**src/rtl/ex_mem_if.sv**
```systemverilog
// EX -> MEM pipeline bus: EX-stage fields in, registered MEM-stage fields out.
interface ex_mem_if #(
    parameter int NB_DATA = 32,
    parameter int NB_PC   = 32,
    parameter int NB_REG  = 5
) ();
    logic               i_EX_reg_write;
    logic               i_EX_mem_to_reg;
    logic               i_EX_mem_read;
    logic               i_EX_mem_write;
    logic               i_EX_signed;
    logic               i_EX_word_en;
    logic               i_EX_halfword_en;
    logic               i_EX_byte_en;
    logic               i_EX_branch;
    logic               i_EX_zero;
    logic               i_EX_r31_ctrl;
    logic               i_EX_hlt;
    logic [NB_PC-1:0]   i_EX_branch_addr;
    logic [NB_DATA-1:0] i_EX_alu_result;
    logic [NB_DATA-1:0] i_EX_write_data;
    logic [NB_REG-1:0]  i_EX_selected_reg;
    logic [NB_PC-1:0]   i_EX_pc;

    logic               o_MEM_reg_write;
    logic               o_MEM_mem_to_reg;
    logic               o_MEM_mem_read;
    logic               o_MEM_mem_write;
    logic               o_MEM_signed;
    logic               o_MEM_word_en;
    logic               o_MEM_halfword_en;
    logic               o_MEM_byte_en;
    logic               o_MEM_branch;
    logic               o_MEM_zero;
    logic               o_MEM_r31_ctrl;
    logic               o_MEM_hlt;
    logic [NB_PC-1:0]   o_MEM_branch_addr;
    logic [NB_DATA-1:0] o_MEM_alu_result;
    logic [NB_DATA-1:0] o_MEM_write_data;
    logic [NB_REG-1:0]  o_MEM_selected_reg;
    logic [NB_PC-1:0]   o_MEM_pc;

    // The EX stage drives the i_EX_* fields and observes the MEM side.
    modport master (
        output i_EX_reg_write, i_EX_mem_to_reg, i_EX_mem_read, i_EX_mem_write,
               i_EX_signed, i_EX_word_en, i_EX_halfword_en, i_EX_byte_en,
               i_EX_branch, i_EX_zero, i_EX_r31_ctrl, i_EX_hlt,
               i_EX_branch_addr, i_EX_alu_result, i_EX_write_data,
               i_EX_selected_reg, i_EX_pc,
        input  o_MEM_reg_write, o_MEM_mem_to_reg, o_MEM_mem_read, o_MEM_mem_write,
               o_MEM_signed, o_MEM_word_en, o_MEM_halfword_en, o_MEM_byte_en,
               o_MEM_branch, o_MEM_zero, o_MEM_r31_ctrl, o_MEM_hlt,
               o_MEM_branch_addr, o_MEM_alu_result, o_MEM_write_data,
               o_MEM_selected_reg, o_MEM_pc
    );

    modport slave (
        input  i_EX_reg_write, i_EX_mem_to_reg, i_EX_mem_read, i_EX_mem_write,
               i_EX_signed, i_EX_word_en, i_EX_halfword_en, i_EX_byte_en,
               i_EX_branch, i_EX_zero, i_EX_r31_ctrl, i_EX_hlt,
               i_EX_branch_addr, i_EX_alu_result, i_EX_write_data,
               i_EX_selected_reg, i_EX_pc,
        output o_MEM_reg_write, o_MEM_mem_to_reg, o_MEM_mem_read, o_MEM_mem_write,
               o_MEM_signed, o_MEM_word_en, o_MEM_halfword_en, o_MEM_byte_en,
               o_MEM_branch, o_MEM_zero, o_MEM_r31_ctrl, o_MEM_hlt,
               o_MEM_branch_addr, o_MEM_alu_result, o_MEM_write_data,
               o_MEM_selected_reg, o_MEM_pc
    );
endinterface

```
**src/rtl/ex_mem_reg.sv**
```systemverilog
// EX/MEM pipeline register with debug enable, flush bubbles and a sticky halt
// that drains the pipe once HLT has passed through.
module ex_mem_reg (
    input  logic     i_clock,
    input  logic     i_reset,
    input  logic     i_enable,
    input  logic     i_flush,
    ex_mem_if.slave  bus,
    output logic     o_halted
);

    always_ff @(posedge i_clock) begin
        if (!i_reset) begin
            bus.o_MEM_reg_write    <= 1'b0;
            bus.o_MEM_mem_to_reg   <= 1'b0;
            bus.o_MEM_mem_read     <= 1'b0;
            bus.o_MEM_mem_write    <= 1'b0;
            bus.o_MEM_signed       <= 1'b0;
            bus.o_MEM_word_en      <= 1'b0;
            bus.o_MEM_halfword_en  <= 1'b0;
            bus.o_MEM_byte_en      <= 1'b0;
            bus.o_MEM_branch       <= 1'b0;
            bus.o_MEM_zero         <= 1'b0;
            bus.o_MEM_r31_ctrl     <= 1'b0;
            bus.o_MEM_hlt          <= 1'b0;
            bus.o_MEM_branch_addr  <= '0;
            bus.o_MEM_alu_result   <= '0;
            bus.o_MEM_write_data   <= '0;
            bus.o_MEM_selected_reg <= '0;
            bus.o_MEM_pc           <= '0;
            o_halted               <= 1'b0;
        end else if (i_enable) begin
            if (o_halted) begin
                // Drained pipe: everything zero so MEM/WB see a side-effect-free bubble.
                bus.o_MEM_reg_write    <= 1'b0;
                bus.o_MEM_mem_to_reg   <= 1'b0;
                bus.o_MEM_mem_read     <= 1'b0;
                bus.o_MEM_mem_write    <= 1'b0;
                bus.o_MEM_signed       <= 1'b0;
                bus.o_MEM_word_en      <= 1'b0;
                bus.o_MEM_halfword_en  <= 1'b0;
                bus.o_MEM_byte_en      <= 1'b0;
                bus.o_MEM_branch       <= 1'b0;
                bus.o_MEM_zero         <= 1'b0;
                bus.o_MEM_r31_ctrl     <= 1'b0;
                bus.o_MEM_hlt          <= 1'b0;
                bus.o_MEM_branch_addr  <= '0;
                bus.o_MEM_alu_result   <= '0;
                bus.o_MEM_write_data   <= '0;
                bus.o_MEM_selected_reg <= '0;
                bus.o_MEM_pc           <= '0;
            end else begin
                // Flush kills control (including a wrong-path HLT) but data still flows.
                bus.o_MEM_reg_write    <= bus.i_EX_reg_write   & ~i_flush;
                bus.o_MEM_mem_to_reg   <= bus.i_EX_mem_to_reg  & ~i_flush;
                bus.o_MEM_mem_read     <= bus.i_EX_mem_read    & ~i_flush;
                bus.o_MEM_mem_write    <= bus.i_EX_mem_write   & ~i_flush;
                bus.o_MEM_signed       <= bus.i_EX_signed      & ~i_flush;
                bus.o_MEM_word_en      <= bus.i_EX_word_en     & ~i_flush;
                bus.o_MEM_halfword_en  <= bus.i_EX_halfword_en & ~i_flush;
                bus.o_MEM_byte_en      <= bus.i_EX_byte_en     & ~i_flush;
                bus.o_MEM_branch       <= bus.i_EX_branch      & ~i_flush;
                bus.o_MEM_zero         <= bus.i_EX_zero        & ~i_flush;
                bus.o_MEM_r31_ctrl     <= bus.i_EX_r31_ctrl    & ~i_flush;
                bus.o_MEM_hlt          <= bus.i_EX_hlt         & ~i_flush;
                bus.o_MEM_branch_addr  <= bus.i_EX_branch_addr;
                bus.o_MEM_alu_result   <= bus.i_EX_alu_result;
                bus.o_MEM_write_data   <= bus.i_EX_write_data;
                bus.o_MEM_selected_reg <= bus.i_EX_selected_reg;
                bus.o_MEM_pc           <= bus.i_EX_pc;
                if (bus.i_EX_hlt && !i_flush) begin
                    o_halted <= 1'b1;
                end
            end
        end
    end

endmodule
```
**src/flat_wrapper.sv**
```systemverilog
// flat-port wrapper written by rule: the top's interface ports become plain ports
module ex_mem_reg_flat 
  (i_clock, i_reset, i_enable, i_flush, o_halted, bus_i_EX_reg_write, bus_i_EX_mem_to_reg, bus_i_EX_mem_read, bus_i_EX_mem_write, bus_i_EX_signed, bus_i_EX_word_en, bus_i_EX_halfword_en, bus_i_EX_byte_en, bus_i_EX_branch, bus_i_EX_zero, bus_i_EX_r31_ctrl, bus_i_EX_hlt, bus_i_EX_branch_addr, bus_i_EX_alu_result, bus_i_EX_write_data, bus_i_EX_selected_reg, bus_i_EX_pc, bus_o_MEM_reg_write, bus_o_MEM_mem_to_reg, bus_o_MEM_mem_read, bus_o_MEM_mem_write, bus_o_MEM_signed, bus_o_MEM_word_en, bus_o_MEM_halfword_en, bus_o_MEM_byte_en, bus_o_MEM_branch, bus_o_MEM_zero, bus_o_MEM_r31_ctrl, bus_o_MEM_hlt, bus_o_MEM_branch_addr, bus_o_MEM_alu_result, bus_o_MEM_write_data, bus_o_MEM_selected_reg, bus_o_MEM_pc);
  ex_mem_if bus_i ();
  input  logic i_clock;
  input  logic i_reset;
  input  logic i_enable;
  input  logic i_flush;
  output logic o_halted;
  input wire logic [$bits(bus_i.i_EX_reg_write)-1:0] bus_i_EX_reg_write;
  input wire logic [$bits(bus_i.i_EX_mem_to_reg)-1:0] bus_i_EX_mem_to_reg;
  input wire logic [$bits(bus_i.i_EX_mem_read)-1:0] bus_i_EX_mem_read;
  input wire logic [$bits(bus_i.i_EX_mem_write)-1:0] bus_i_EX_mem_write;
  input wire logic [$bits(bus_i.i_EX_signed)-1:0] bus_i_EX_signed;
  input wire logic [$bits(bus_i.i_EX_word_en)-1:0] bus_i_EX_word_en;
  input wire logic [$bits(bus_i.i_EX_halfword_en)-1:0] bus_i_EX_halfword_en;
  input wire logic [$bits(bus_i.i_EX_byte_en)-1:0] bus_i_EX_byte_en;
  input wire logic [$bits(bus_i.i_EX_branch)-1:0] bus_i_EX_branch;
  input wire logic [$bits(bus_i.i_EX_zero)-1:0] bus_i_EX_zero;
  input wire logic [$bits(bus_i.i_EX_r31_ctrl)-1:0] bus_i_EX_r31_ctrl;
  input wire logic [$bits(bus_i.i_EX_hlt)-1:0] bus_i_EX_hlt;
  input wire logic [$bits(bus_i.i_EX_branch_addr)-1:0] bus_i_EX_branch_addr;
  input wire logic [$bits(bus_i.i_EX_alu_result)-1:0] bus_i_EX_alu_result;
  input wire logic [$bits(bus_i.i_EX_write_data)-1:0] bus_i_EX_write_data;
  input wire logic [$bits(bus_i.i_EX_selected_reg)-1:0] bus_i_EX_selected_reg;
  input wire logic [$bits(bus_i.i_EX_pc)-1:0] bus_i_EX_pc;
  output wire logic [$bits(bus_i.o_MEM_reg_write)-1:0] bus_o_MEM_reg_write;
  output wire logic [$bits(bus_i.o_MEM_mem_to_reg)-1:0] bus_o_MEM_mem_to_reg;
  output wire logic [$bits(bus_i.o_MEM_mem_read)-1:0] bus_o_MEM_mem_read;
  output wire logic [$bits(bus_i.o_MEM_mem_write)-1:0] bus_o_MEM_mem_write;
  output wire logic [$bits(bus_i.o_MEM_signed)-1:0] bus_o_MEM_signed;
  output wire logic [$bits(bus_i.o_MEM_word_en)-1:0] bus_o_MEM_word_en;
  output wire logic [$bits(bus_i.o_MEM_halfword_en)-1:0] bus_o_MEM_halfword_en;
  output wire logic [$bits(bus_i.o_MEM_byte_en)-1:0] bus_o_MEM_byte_en;
  output wire logic [$bits(bus_i.o_MEM_branch)-1:0] bus_o_MEM_branch;
  output wire logic [$bits(bus_i.o_MEM_zero)-1:0] bus_o_MEM_zero;
  output wire logic [$bits(bus_i.o_MEM_r31_ctrl)-1:0] bus_o_MEM_r31_ctrl;
  output wire logic [$bits(bus_i.o_MEM_hlt)-1:0] bus_o_MEM_hlt;
  output wire logic [$bits(bus_i.o_MEM_branch_addr)-1:0] bus_o_MEM_branch_addr;
  output wire logic [$bits(bus_i.o_MEM_alu_result)-1:0] bus_o_MEM_alu_result;
  output wire logic [$bits(bus_i.o_MEM_write_data)-1:0] bus_o_MEM_write_data;
  output wire logic [$bits(bus_i.o_MEM_selected_reg)-1:0] bus_o_MEM_selected_reg;
  output wire logic [$bits(bus_i.o_MEM_pc)-1:0] bus_o_MEM_pc;
  assign bus_i.i_EX_reg_write = bus_i_EX_reg_write;
  assign bus_i.i_EX_mem_to_reg = bus_i_EX_mem_to_reg;
  assign bus_i.i_EX_mem_read = bus_i_EX_mem_read;
  assign bus_i.i_EX_mem_write = bus_i_EX_mem_write;
  assign bus_i.i_EX_signed = bus_i_EX_signed;
  assign bus_i.i_EX_word_en = bus_i_EX_word_en;
  assign bus_i.i_EX_halfword_en = bus_i_EX_halfword_en;
  assign bus_i.i_EX_byte_en = bus_i_EX_byte_en;
  assign bus_i.i_EX_branch = bus_i_EX_branch;
  assign bus_i.i_EX_zero = bus_i_EX_zero;
  assign bus_i.i_EX_r31_ctrl = bus_i_EX_r31_ctrl;
  assign bus_i.i_EX_hlt = bus_i_EX_hlt;
  assign bus_i.i_EX_branch_addr = bus_i_EX_branch_addr;
  assign bus_i.i_EX_alu_result = bus_i_EX_alu_result;
  assign bus_i.i_EX_write_data = bus_i_EX_write_data;
  assign bus_i.i_EX_selected_reg = bus_i_EX_selected_reg;
  assign bus_i.i_EX_pc = bus_i_EX_pc;
  assign bus_o_MEM_reg_write = bus_i.o_MEM_reg_write;
  assign bus_o_MEM_mem_to_reg = bus_i.o_MEM_mem_to_reg;
  assign bus_o_MEM_mem_read = bus_i.o_MEM_mem_read;
  assign bus_o_MEM_mem_write = bus_i.o_MEM_mem_write;
  assign bus_o_MEM_signed = bus_i.o_MEM_signed;
  assign bus_o_MEM_word_en = bus_i.o_MEM_word_en;
  assign bus_o_MEM_halfword_en = bus_i.o_MEM_halfword_en;
  assign bus_o_MEM_byte_en = bus_i.o_MEM_byte_en;
  assign bus_o_MEM_branch = bus_i.o_MEM_branch;
  assign bus_o_MEM_zero = bus_i.o_MEM_zero;
  assign bus_o_MEM_r31_ctrl = bus_i.o_MEM_r31_ctrl;
  assign bus_o_MEM_hlt = bus_i.o_MEM_hlt;
  assign bus_o_MEM_branch_addr = bus_i.o_MEM_branch_addr;
  assign bus_o_MEM_alu_result = bus_i.o_MEM_alu_result;
  assign bus_o_MEM_write_data = bus_i.o_MEM_write_data;
  assign bus_o_MEM_selected_reg = bus_i.o_MEM_selected_reg;
  assign bus_o_MEM_pc = bus_i.o_MEM_pc;
  ex_mem_reg u_core (.i_clock(i_clock), .i_reset(i_reset), .i_enable(i_enable), .i_flush(i_flush), .bus(bus_i), .o_halted(o_halted));
endmodule
```
**config.mk**
```make
export PLATFORM = sky130hd
export DESIGN_NAME = ex_mem_reg_flat
export DESIGN_NICKNAME = d
export VERILOG_FILES = /design/src/rtl/ex_mem_if.sv /design/src/rtl/ex_mem_reg.sv /design/src/flat_wrapper.sv
export SDC_FILE = /design/constraint.sdc
export NUM_CORES = 1
export LEC_CHECK = 0
export CORE_AREA = 4 4 190 146
export DETAILED_ROUTE_END_ITERATION = 7
export DIE_AREA = 0 0 194 150
export GPL_TIMING_DRIVEN = 1
export PLACE_DENSITY_LB_ADDON = 0.12
export SLEW_MARGIN = 20
export SYNTH_ARGS = -nofsm -noshare
export SYNTH_HDL_FRONTEND = slang
export SYNTH_SLANG_ARGS = --single-unit
export TNS_END_PERCENT = 5
```
**constraint.sdc**
```tcl
create_clock -name i_clock -period 1.5 [get_ports i_clock]
set_clock_uncertainty 0.15 [all_clocks]
set_input_delay 0.225 -clock i_clock [delete_from_list [all_inputs] [get_ports i_clock]]
set_output_delay 0.225 -clock i_clock [all_outputs]
set_load 0.02 [all_outputs]
```
==> results.md <==
- First-pass GRT wire length: between 30 and 40 mm
- R2R Setup Slk: 0.18 ns
- Max Freq: between 600 and 700 MHz
- Worst hold stages: 2
- Sequential fraction of the synthesis area: 0.458
- Initial antenna violation count: 1
- Pwr Density: 1050 nW/um^2
- Area grow syn2layout: 58.4%
- I/O pins: 295
- Setup crit start: u_core.bus.o_MEM_branch_addr[10]
- Status: finished clean
- Setup CP Type: reg2out
- Tmin final: 1.45 ns
- Cells after synthesis: ~650
- Clk root buf: clkbuf_16
- Num rows: roughly 50
- Synth Net Count: approximately 800
- Peak supply drop: 0.000708 V
- Worst path cell trace: dlygate4sd2_1
- Post-synth EDFFs: 0
- Drt first pass iters: 4
- Data arrival, critical path: 1.08 ns
- Worst skew pair latency: about 0.42 ns
- Async SR Flop Fraction: 0
- CTS tree: built
- Total GRT Usage: 0.139
- Inserted Diodes: 0
- Hold worst-path end: u_core.bus.o_MEM_branch_addr[4]
- Worst path required time: around 1.1 ns
- Critical-path maximum fanout: 2
- Cell variety after synth: 14
- Antenna Nets Post-Route: 0
- Post-synthesis register bit count: about 150
- R2r startpoint: u_core.o_halted
- Fin crit share: 0.969
- Chip height: around 150 um
- Share of layout cells above drive strength 1: 0.146
- Vias: roughly 5500
- Clk pin slew, worst setup/hold paths: 0.06 ns
- Initial Utilization: 0.247
- R2R cell count: 3
- H-tree depth: 4
- Fin Setup TNS: 0 ns
- Vias in the first global route: 5524
- R2r endpoint: u_core.bus.o_MEM_branch
- DRT iter0 DRCs: 207
- Slowest cell on crit path: dfxtp_1
- Fin worst setup slack: 0.0468 ns
- Largest stage delay on the critical path: 0.33 ns
- Setup repair bufs after CTS: 0
- Pre-CTS setup slack: -0.0752 ns
- Fin nets: between 1000 and 1500
- Drt drc: 0
- Fillers: 2616
- Startpoint Class: flip-flop
- Worst hold path class: in2reg
- Setup crit end kind: output pin
- Main flop type after synthesis: dfxtp_1
- Die area: 29100 um^2
- CP Buf/Inv Count: 1
- Hold path start: i_reset
- Num CTS Buffers: 17
- Setup violators final: 0
- Port bufs: a little under 300
- Final HPWL DP: roughly 14 mm
- Core area: about 26000 um^2
- Largest net degree at the start of global routing: 79
- Top delay family on crit path: flip-flops
- Syn_area_per_cell: ~10 um^2
- WL/cell: 16.3 um
- Yosys top cell area share: 0.458
- Synth cell count leaders: dfxtp_1 (146), nand2b_1 (133), nand3b_1 (133)
- Synth top area cells: dfxtp_1 (46%), nand3b_1 (16%), a21boi_1 (15%)
- Instance count on the critical path: 1
- Most common cell in the netlist: dfxtp_1
- Total gr overflow: 0
- Max Root-Sink Buffers: 2
- RSZ-0062 raised after global routing: true
- Hold slack: 0.0326 ns
- Final Max Tran Viols: 0
- Max_cap viols: 0
- CTS Sinks: 146
- Final Wtd Congestion: a little under 0.7
- Fin. Hold Viols: 0
- Area leader, netlist: dfxtp_1
- Final WL: roughly 21 mm
- Relative slew slack: 0.803
- Vias per cell: 4.34
- Worst slew pin tran: about 0.30 ns
- Die width: between 150 and 200 um
- Synth Cell Area: 6370 um^2
- Leakage Power: roughly 3.8 nW
- Ys Warns: 0
-- per-stage QoR --
stage	cell area (um^2)	cells	total power [mW]	utilization
after floorplan	6370	648	5.15	-
after global placement	9700	1237	6.17	0.376
after detailed placement	9700	1237	6.17	0.376
after CTS	10300	1270	10.9	0.401
after global routing	10100	1271	11.1	0.392
final	10100	1271	10.6	0.392
-- layout make-up --
cell class,count,area (um^2),share of cell area
clock buffers,24,502,0.0497
repair buffers,312,2950,0.292
well taps,344,430,0.0426
clock inverters,8,146,0.0145
flip-flops and latches,146,2930,0.290
multi-input cells,437,3140,0.311
-- kinds of logic (layout without fill, tap and decap cells) --
kind of cell,Yosys count,count (layout),synth area share
AOI/OAI and AO/OA,146,146,0.172
buffers and inverters,65,344,0.0489
DFF,146,146,0.458
and+or+nand+nor,291,291,0.321
-- timing repair --
| item | CTS | global route |
|---|---|---|
| endpoints found under the setup margin | 146 | 130 |
| resized for setup | 274 | 99 |
| hold buffers | 1 | 0 |
| hold endpoints to repair | 1 | 0 |
| gates cloned | 0 | 1 |
-- worst max path at each step --
stage	to
6_report	bus_o_MEM_branch_addr[10]
2_1_floorplan	u_core.bus.o_MEM_branch
5_1_grt	bus_o_MEM_pc[26]
4_1_cts	bus_o_MEM_word_en
3_3_place_gp	u_core.bus.o_MEM_signed
3_5_place_dp	u_core.bus.o_MEM_branch
-- where the power goes --
part | total (mW) | leakage [nW] | internal (mW) | switching (mW)
Combinational | 1.73 | 2.30 | 0.933 | 0.795
Sequential | 4.21 | 1.20 | 4.10 | 0.110
Clock | 4.71 | 0.317 | 3.01 | 1.70
Total | 10.6 | 3.81 | 8.04 | 2.61
-- placed cells by master, fill, tap and decap left out, drive strengths merged, types with 4 or more instances in the layout --
cell / synthesis / layout
clkdlybuf4s50: 0 / 146
bufinv: 0 / 4
nand2b: 133 / 133
clkdlybuf4s15: 0 / 78
a21boi: 133 / 133
and4bb: 4 / 4
clkbuf: 45 / 87
o21a: 13 / 13
dfxtp: 146 / 146
buf: 20 / 19
nand3b: 133 / 133
dlygate4sd2: 0 / 5
nor4bb: 8 / 8
nor2b: 12 / 12
-- metal layers --
| layer | up-vias | global-route usage | wire length [um] |
|---|---|---|---|
| li1 | 2745 | - | - |
| met1 | 2579 | 0.185 | 9810 |
| met2 | 171 | 0.203 | 8890 |
| met3 | 13 | 0.0635 | 1880 |
| met4 | 2 | 0.0369 | 168 |
| met5 | - | 0 | 13 |
(Power assumes the default switching activity.)
